===== config.mk =====
export PLATFORM = sky130hd
export DESIGN_NAME = eink_panel_rx
export DESIGN_NICKNAME = d
export VERILOG_FILES = /design/src/rtl/eink_panel_rx.sv
export SDC_FILE = /design/constraint.sdc
export NUM_CORES = 1
export LEC_CHECK = 0
export BUFFER_PORTS_ARGS = -buffer_cell sky130_fd_sc_hd__buf_4
export CORE_MARGIN = 4
export CORE_UTILIZATION = 45
export CTS_CLUSTER_DIAMETER = 30
export DETAILED_ROUTE_END_ITERATION = 8
export GPL_TIMING_DRIVEN = 0
export PLACE_DENSITY = 0.65
export SYNTH_ARGS = -nofsm -noshare
export SYNTH_HDL_FRONTEND = slang
export SYNTH_SLANG_ARGS = --single-unit

===== constraint.sdc =====
create_clock -name clk -period 4.4 [get_ports clk]
set_input_delay 0.88 -clock clk [delete_from_list [all_inputs] [get_ports clk]]
set_output_delay 0.88 -clock clk [all_outputs]
set_load 0.03 [all_outputs]

===== src/rtl/eink_panel_rx.sv =====
// Panel-side receiver for the e-ink source/gate timing bus: rebuilds addressed pixel writes, line/frame events and sticky errors.
// Define EINK_RX_SYNC_EN for a 2-flop input synchronizer (bus asynchronous to clk); otherwise a single register stage.
module eink_panel_rx #(
    parameter int COL_W = 10,
    parameter int ROW_W = 10
) (
    input  logic             clk,
    input  logic             rst,
    input  logic [COL_W-1:0] XCL_NUM,
    input  logic [ROW_W-1:0] CKV_NUM,
    input  logic             xcl,
    input  logic             xstl,
    input  logic             xle,
    input  logic             ckv,
    input  logic             spv,
    input  logic             mode,
    input  logic [15:0]      data,
    input  logic             err_clr,
    output logic             pix_valid,
    output logic [COL_W-1:0] pix_col,
    output logic [ROW_W-1:0] pix_row,
    output logic [15:0]      pix_data,
    output logic             line_done,
    output logic [ROW_W-1:0] line_row,
    output logic             frame_active,
    output logic             frame_done,
    output logic [2:0]       err
);

    typedef enum logic [1:0] {IDLE, ARMED, LINE_WAIT, SHIFT} state_t;

    state_t           state;
    logic [COL_W-1:0] col;
    logic [ROW_W-1:0] row;

    logic        xcl_c, xstl_c, xle_c, ckv_c, spv_c, mode_c;
    logic        xcl_p, xle_p, ckv_p, mode_p;
    logic [15:0] data_c;

`ifdef EINK_RX_SYNC_EN
    logic        xcl_m, xstl_m, xle_m, ckv_m, spv_m, mode_m;
    logic [15:0] data_m;

    // NOTE: non-blocking assignments make each flop sample the previous stage's old value, forming a real shift chain.
    always_ff @(posedge clk or posedge rst) begin
        if (rst) begin
            {xcl_m, xstl_m, xle_m, ckv_m, spv_m, mode_m} <= '0;
            {xcl_c, xstl_c, xle_c, ckv_c, spv_c, mode_c} <= '0;
            data_m <= '0;
            data_c <= '0;
        end else begin
            {xcl_m, xstl_m, xle_m, ckv_m, spv_m, mode_m} <= {xcl, xstl, xle, ckv, spv, mode};
            {xcl_c, xstl_c, xle_c, ckv_c, spv_c, mode_c} <= {xcl_m, xstl_m, xle_m, ckv_m, spv_m, mode_m};
            data_m <= data;
            data_c <= data_m;
        end
    end
`else
    // NOTE: non-blocking assignments make each flop sample the previous stage's old value, forming a real shift chain.
    always_ff @(posedge clk or posedge rst) begin
        if (rst) begin
            {xcl_c, xstl_c, xle_c, ckv_c, spv_c, mode_c} <= '0;
            data_c <= '0;
        end else begin
            {xcl_c, xstl_c, xle_c, ckv_c, spv_c, mode_c} <= {xcl, xstl, xle, ckv, spv, mode};
            data_c <= data;
        end
    end
`endif

    // Previous-value stage, only for the pins whose edges matter.
    always_ff @(posedge clk or posedge rst) begin
        if (rst) begin
            {xcl_p, xle_p, ckv_p, mode_p} <= '0;
        end else begin
            {xcl_p, xle_p, ckv_p, mode_p} <= {xcl_c, xle_c, ckv_c, mode_c};
        end
    end

    logic             xcl_rise, xle_rise, ckv_rise, mode_rise, mode_fall;
    logic             abort, in_line, do_xcl, do_write, do_ovf, do_latch, short_line;
    logic [COL_W-1:0] col_after;
    logic [ROW_W-1:0] row_after;
    logic [2:0]       new_err;

    always_comb begin
        xcl_rise   = xcl_c & ~xcl_p;
        xle_rise   = xle_c & ~xle_p;
        ckv_rise   = ckv_c & ~ckv_p;
        mode_rise  = mode_c & ~mode_p;
        mode_fall  = ~mode_c & mode_p;
        abort      = mode_fall && (state != IDLE);
        in_line    = (state == LINE_WAIT) || (state == SHIFT);
        do_xcl     = (state == SHIFT) && xcl_rise && !abort;
        do_write   = do_xcl && (col < XCL_NUM);
        do_ovf     = do_xcl && !(col < XCL_NUM);
        do_latch   = in_line && xle_rise && !abort;
        // A pixel written in the latch cycle still counts toward the line length.
        col_after  = col + COL_W'(do_write);
        row_after  = row + ROW_W'(1);
        short_line = do_latch && (col_after != XCL_NUM);
        new_err    = {abort, short_line, do_ovf};
    end

    always_ff @(posedge clk or posedge rst) begin
        if (rst) begin
            state        <= IDLE;
            col          <= '0;
            row          <= '0;
            pix_valid    <= 1'b0;
            pix_col      <= '0;
            pix_row      <= '0;
            pix_data     <= '0;
            line_done    <= 1'b0;
            line_row     <= '0;
            frame_active <= 1'b0;
            frame_done   <= 1'b0;
            err          <= '0;
        end else begin
            pix_valid  <= 1'b0;
            line_done  <= 1'b0;
            frame_done <= 1'b0;
            // A fresh error in the clearing cycle survives the clear.
            err <= (err_clr ? 3'b000 : err) | new_err;

            if (do_write) begin
                pix_valid <= 1'b1;
                pix_col   <= col;
                pix_row   <= row;
                pix_data  <= data_c;
            end

            if (abort) begin
                state <= IDLE;
            end else begin
                case (state)
                    IDLE: begin
                        row          <= '0;
                        col          <= '0;
                        frame_active <= 1'b0;
                        if (mode_rise) state <= ARMED;
                    end
                    ARMED: begin
                        if (ckv_rise && !spv_c) begin
                            state        <= LINE_WAIT;
                            frame_active <= 1'b1;
                        end
                    end
                    LINE_WAIT, SHIFT: begin
                        if (do_latch) begin
                            line_done <= 1'b1;
                            line_row  <= row;
                            col       <= '0;
                            row       <= row_after;
                            if (row_after == CKV_NUM) begin
                                frame_done <= 1'b1;
                                state      <= IDLE;
                            end else begin
                                state <= LINE_WAIT;
                            end
                        end else begin
                            col <= col_after;
                            if (state == LINE_WAIT && !xstl_c) state <= SHIFT;
                            else if (state == SHIFT && xstl_c) state <= LINE_WAIT;
                        end
                    end
                    default: state <= IDLE;
                endcase
            end
        end
    end

endmodule


==> results.txt <==
----------------------------------------------------
[Critical path]
  First element of the critical path ... XCL_NUM[7]
  WP data required ... 4.64 ns
  Crit path DAT ... 4.31 ns
  Register-to-register path setup slack ... 0.58 ns
  Worst Setup Start Kind ... input pin
  Crit-path max FO ... 10
  Source of the worst register-to-register timing path ... col[3]$_DFFE_PP0P_
  Worst Setup EP ... err[1]$_DFF_PP0_
  Worst r2r path cells ... 14
  Nature of the critical path endpoint ... flip-flop
  Start-to-end type of the worst setup path ... in2reg
  Worst reg2reg endpoint ... err[1]$_DFF_PP0_

[CTS]
  Clock transition time at the flip-flop clock pins of the worst setup and hold paths ... 0.07 ns
  Number of hold buffers added after cts ... 0
  Total clock buffers created by CTS ... 9
  Clock H-tree levels ... 3
  Master cell of the clock root buffer ... clkbuf_16
  TritonCTS clock tree ... yes
  Sink count of the clock tree ... 101
  Clock Tree Buf Depth ... 2
  Post-CTS setup buffers ... 0
  Clock Latency Late Sink ... 0.36 ns

[Synthesis]
  Biggest area contributors in the synthesized netlist ... dfrtp_1, nand2_1, o2111ai_1, o211ai_1, a22oi_1
  Most used flip-flop cell after synthesis ... dfrtp_1
  Largest area contributor in the netlist ... dfrtp_1
  Cell with the most instances after synthesis ... dfrtp_1
  Total nets after synthesis ... 613
  Synth warnings ... 0
  Number of instances in the synthesized netlist ... 556
  Sequential-to-total area share from yosys stat ... between 40% and 50%
  Syn Area/Cell ... 9.647 um2
  List of most frequent post-synthesis cells ... dfrtp_1, nand2_1, o2111ai_1, o211ai_1, a22oi_1
  Cell area after technology mapping ... around 5400 um2
  Number of unique standard cell types used by synthesis ... 57
  Number of enable flip-flop cells after synthesis ... 0
  Post-synthesis sequential element count ... approximately 100
  Synth async-reset ratio ... 100.0%
  Share of Yosys cell area claimed by the top area cell type ... 47.12%

[Timing]
  Max Clk Rate ... about 250 MHz
  Relative slew slack ... 60.06%
  Final Setup Violations ... 0
  Period utilisation layout ... 92.53%
  Final setup skew ... 0.009641 ns
  Unrepaired setup endpoints after global routing ... no
  Time the worst path needs with I/O delays and setup ... about 4.1 ns
  Actual slew at the worst max-slew pin ... 0.5991 ns
  Number of hold-slack violations in the final timing report ... 0
  Max Transition Viols Final ... 0

[Power]
  Leakage ... 2.934 nW
  P per Cell Area ... ~460 nW/um2
  Power, Total ... just over 3 mW
  Worst IR Drop VDD ... 0.2788 mV

[Layout]
  Layout Area Growth over Synthesis ... 23.47%
  Final net count ... 722
  Area used by multi-input combinational logic ... 2515 um2
  FF/Latch Area ... 2527 um2
  Count of filler cells inserted in the layout ... 1,028
  Antenna diode count ... 0
  Fraction of layout instances using a drive strength above 1 ... 24.78%
  Fin area ... approximately 6600 um2

[Floorplan]
  Die span in x ... 117.2 um
  Starting Density ... 46.38%
  Top-level I/O count ... slightly below 100
  Die outline area ... 13,730 um2
  Placeable Area ... 11,560 um2
  Number of placement rows ... 39
  Vert. Die Dim ... 117.2 um

[Global routing]
  Wire length of the first global-routing pass ... around 24,000 um
  Number of global-route vias before repair ... roughly 4,700
  Combined global-route utilization of all metal layers ... 21.95%
  Overflow after GRT ... 0
  Largest net degree at the start of global routing ... 57
  Antenna violations before repair ... 0

[Place]
  Dpl cell area ... 6301 um2
  Final weighted congestion of routability-driven global placement ... 0.9050
  Total of buffers placed on input and output ports ... a little under 100
  Post-detailed-placement half-perimeter wirelength ... 10,290 um

[Detailed routing]
  Violation count after the first detailed-route iteration ... 454
  Routed WL per cell ... 17.96 um
  Remaining DRCs ... 0
  DR vias ... 4,885
  Number of vias per cell ... 6.009
  Wire length after detailed routing ... 14,600 um
  TritonRoute pass-1 iters ... 7
  Antenna-violating nets left ... 0

[Flow run]
  Number of max-capacitance violations reported ... 0

[Status]
  Outcome ... completed

[Worst hold path]
  Instance count along the most critical hold path ... 0
  Classification of the worst-slack hold path ... reg2reg

----------------------------------------------------
-- metrics by stage --
step                std cells  setup TNS (ns)  utilization (%)  setup slack (ns)  hold WS (ns)
floorplan                 556               0                -            0.6894        0.3468
global placement          796          -37.73            54.22           -0.3779        0.3539
detailed placement        797         -0.1049            54.48           -0.1049        0.3631
CTS                       813               0            57.25            0.2511        0.3786
global route              813               0            57.27           0.07465        0.3994
finish                    813               0            57.27            0.3286        0.3724
-- final cells by class --
class,instances,share of cell area (%)
Buffer,54,4.138
Timing Repair Buffer,98,11.41
Clock inverter,6,1.228
Clock buffer,10,3.609
Tap cell,143,2.702
Inverter,13,0.7746
Multi-Input combinational cell,388,37.97
Sequential cell,101,38.16
-- cell usage in the layout (no fill, tap or decap), drive strengths merged, types with 8 or more instances in the layout --
master,n
clkbuf,22
buf,140
nand3,8
a22oi,36
o21ai,31
nor2b,9
xnor2,15
nor2,16
inv,14
a21oi,10
nand2,96
o2111ai,37
dfrtp,101
ha,12
o211ai,37
xor2,10
-- cell families after synthesis --
logic type / Yosys count / share of synthesized area [%]
compound gates: 181 / 24.49
xor+xnor: 25 / 4.082
fa+ha+maj: 12 / 2.799
buf+inv: 67 / 6.018
flops: 101 / 47.12
mux: 2 / 0.3732
simple gates: 168 / 15.12
-- worst min-delay path by stage --
stage / endpoint / slack, ns / start
3_5_place_dp: ckv_p$_DFF_PP0_ / 0.36 / ckv_c$_DFF_PP0_
2_1_floorplan: ckv_p$_DFF_PP0_ / 0.35 / ckv_c$_DFF_PP0_
4_1_cts: ckv_p$_DFF_PP0_ / 0.38 / ckv_c$_DFF_PP0_
6_report: ckv_p$_DFF_PP0_ / 0.37 / ckv_c$_DFF_PP0_
3_3_place_gp: ckv_p$_DFF_PP0_ / 0.35 / ckv_c$_DFF_PP0_
5_1_grt: ckv_p$_DFF_PP0_ / 0.40 / ckv_c$_DFF_PP0_
-- worst max-delay path: stages --
cell and delay (ns):
buf_4 0.10, inv_1 0.04, ha_1 0.32, a2111oi_1 0.48, buf_2 0.31, o21ai_0 0.14
a21oi_1 0.27, ha_1 0.30, ha_1 0.30, nand3_1 0.16, nor3_1 0.34, xnor2_1 0.19
nand4_1 0.12, o32a_1 0.35
-- timing repair --
item                                   CTS  global route
setup endpoints to repair                0             1
gates resized for setup                  0             1
endpoints found under the hold margin    0             0
-- state kept, by name, indices dropped and copies added, names as in the netlist, 2 cells and up --
| name | cells |
|---|---|
| data_c | 16 |
| pix_data | 16 |
| col | 10 |
| line_row | 10 |
| pix_col | 10 |
| pix_row | 10 |
| row | 10 |
| err | 3 |
| state | 2 |
-- per-layer routing --
| layer | wire (um) | vias to the layer above | track usage [%] |
|---|---|---|---|
| met3 | 966 | 25 | 2.828 |
| met5 | 0 | - | 0 |
| li1 | - | 2267 | - |
| met4 | 301 | 0 | 8.869 |
| met2 | 6846 | 200 | 33.60 |
| met1 | 6488 | 2393 | 31.62 |
-- report_power, final --
part	leakage [nW]	switching (mW)	internal, mW
Combinational	1.48	0.593	0.377
Clock	0.156	0.383	0.467
Sequential	1.30	0.124	1.07
Note: power is estimated with default switching activity, not from simulation.
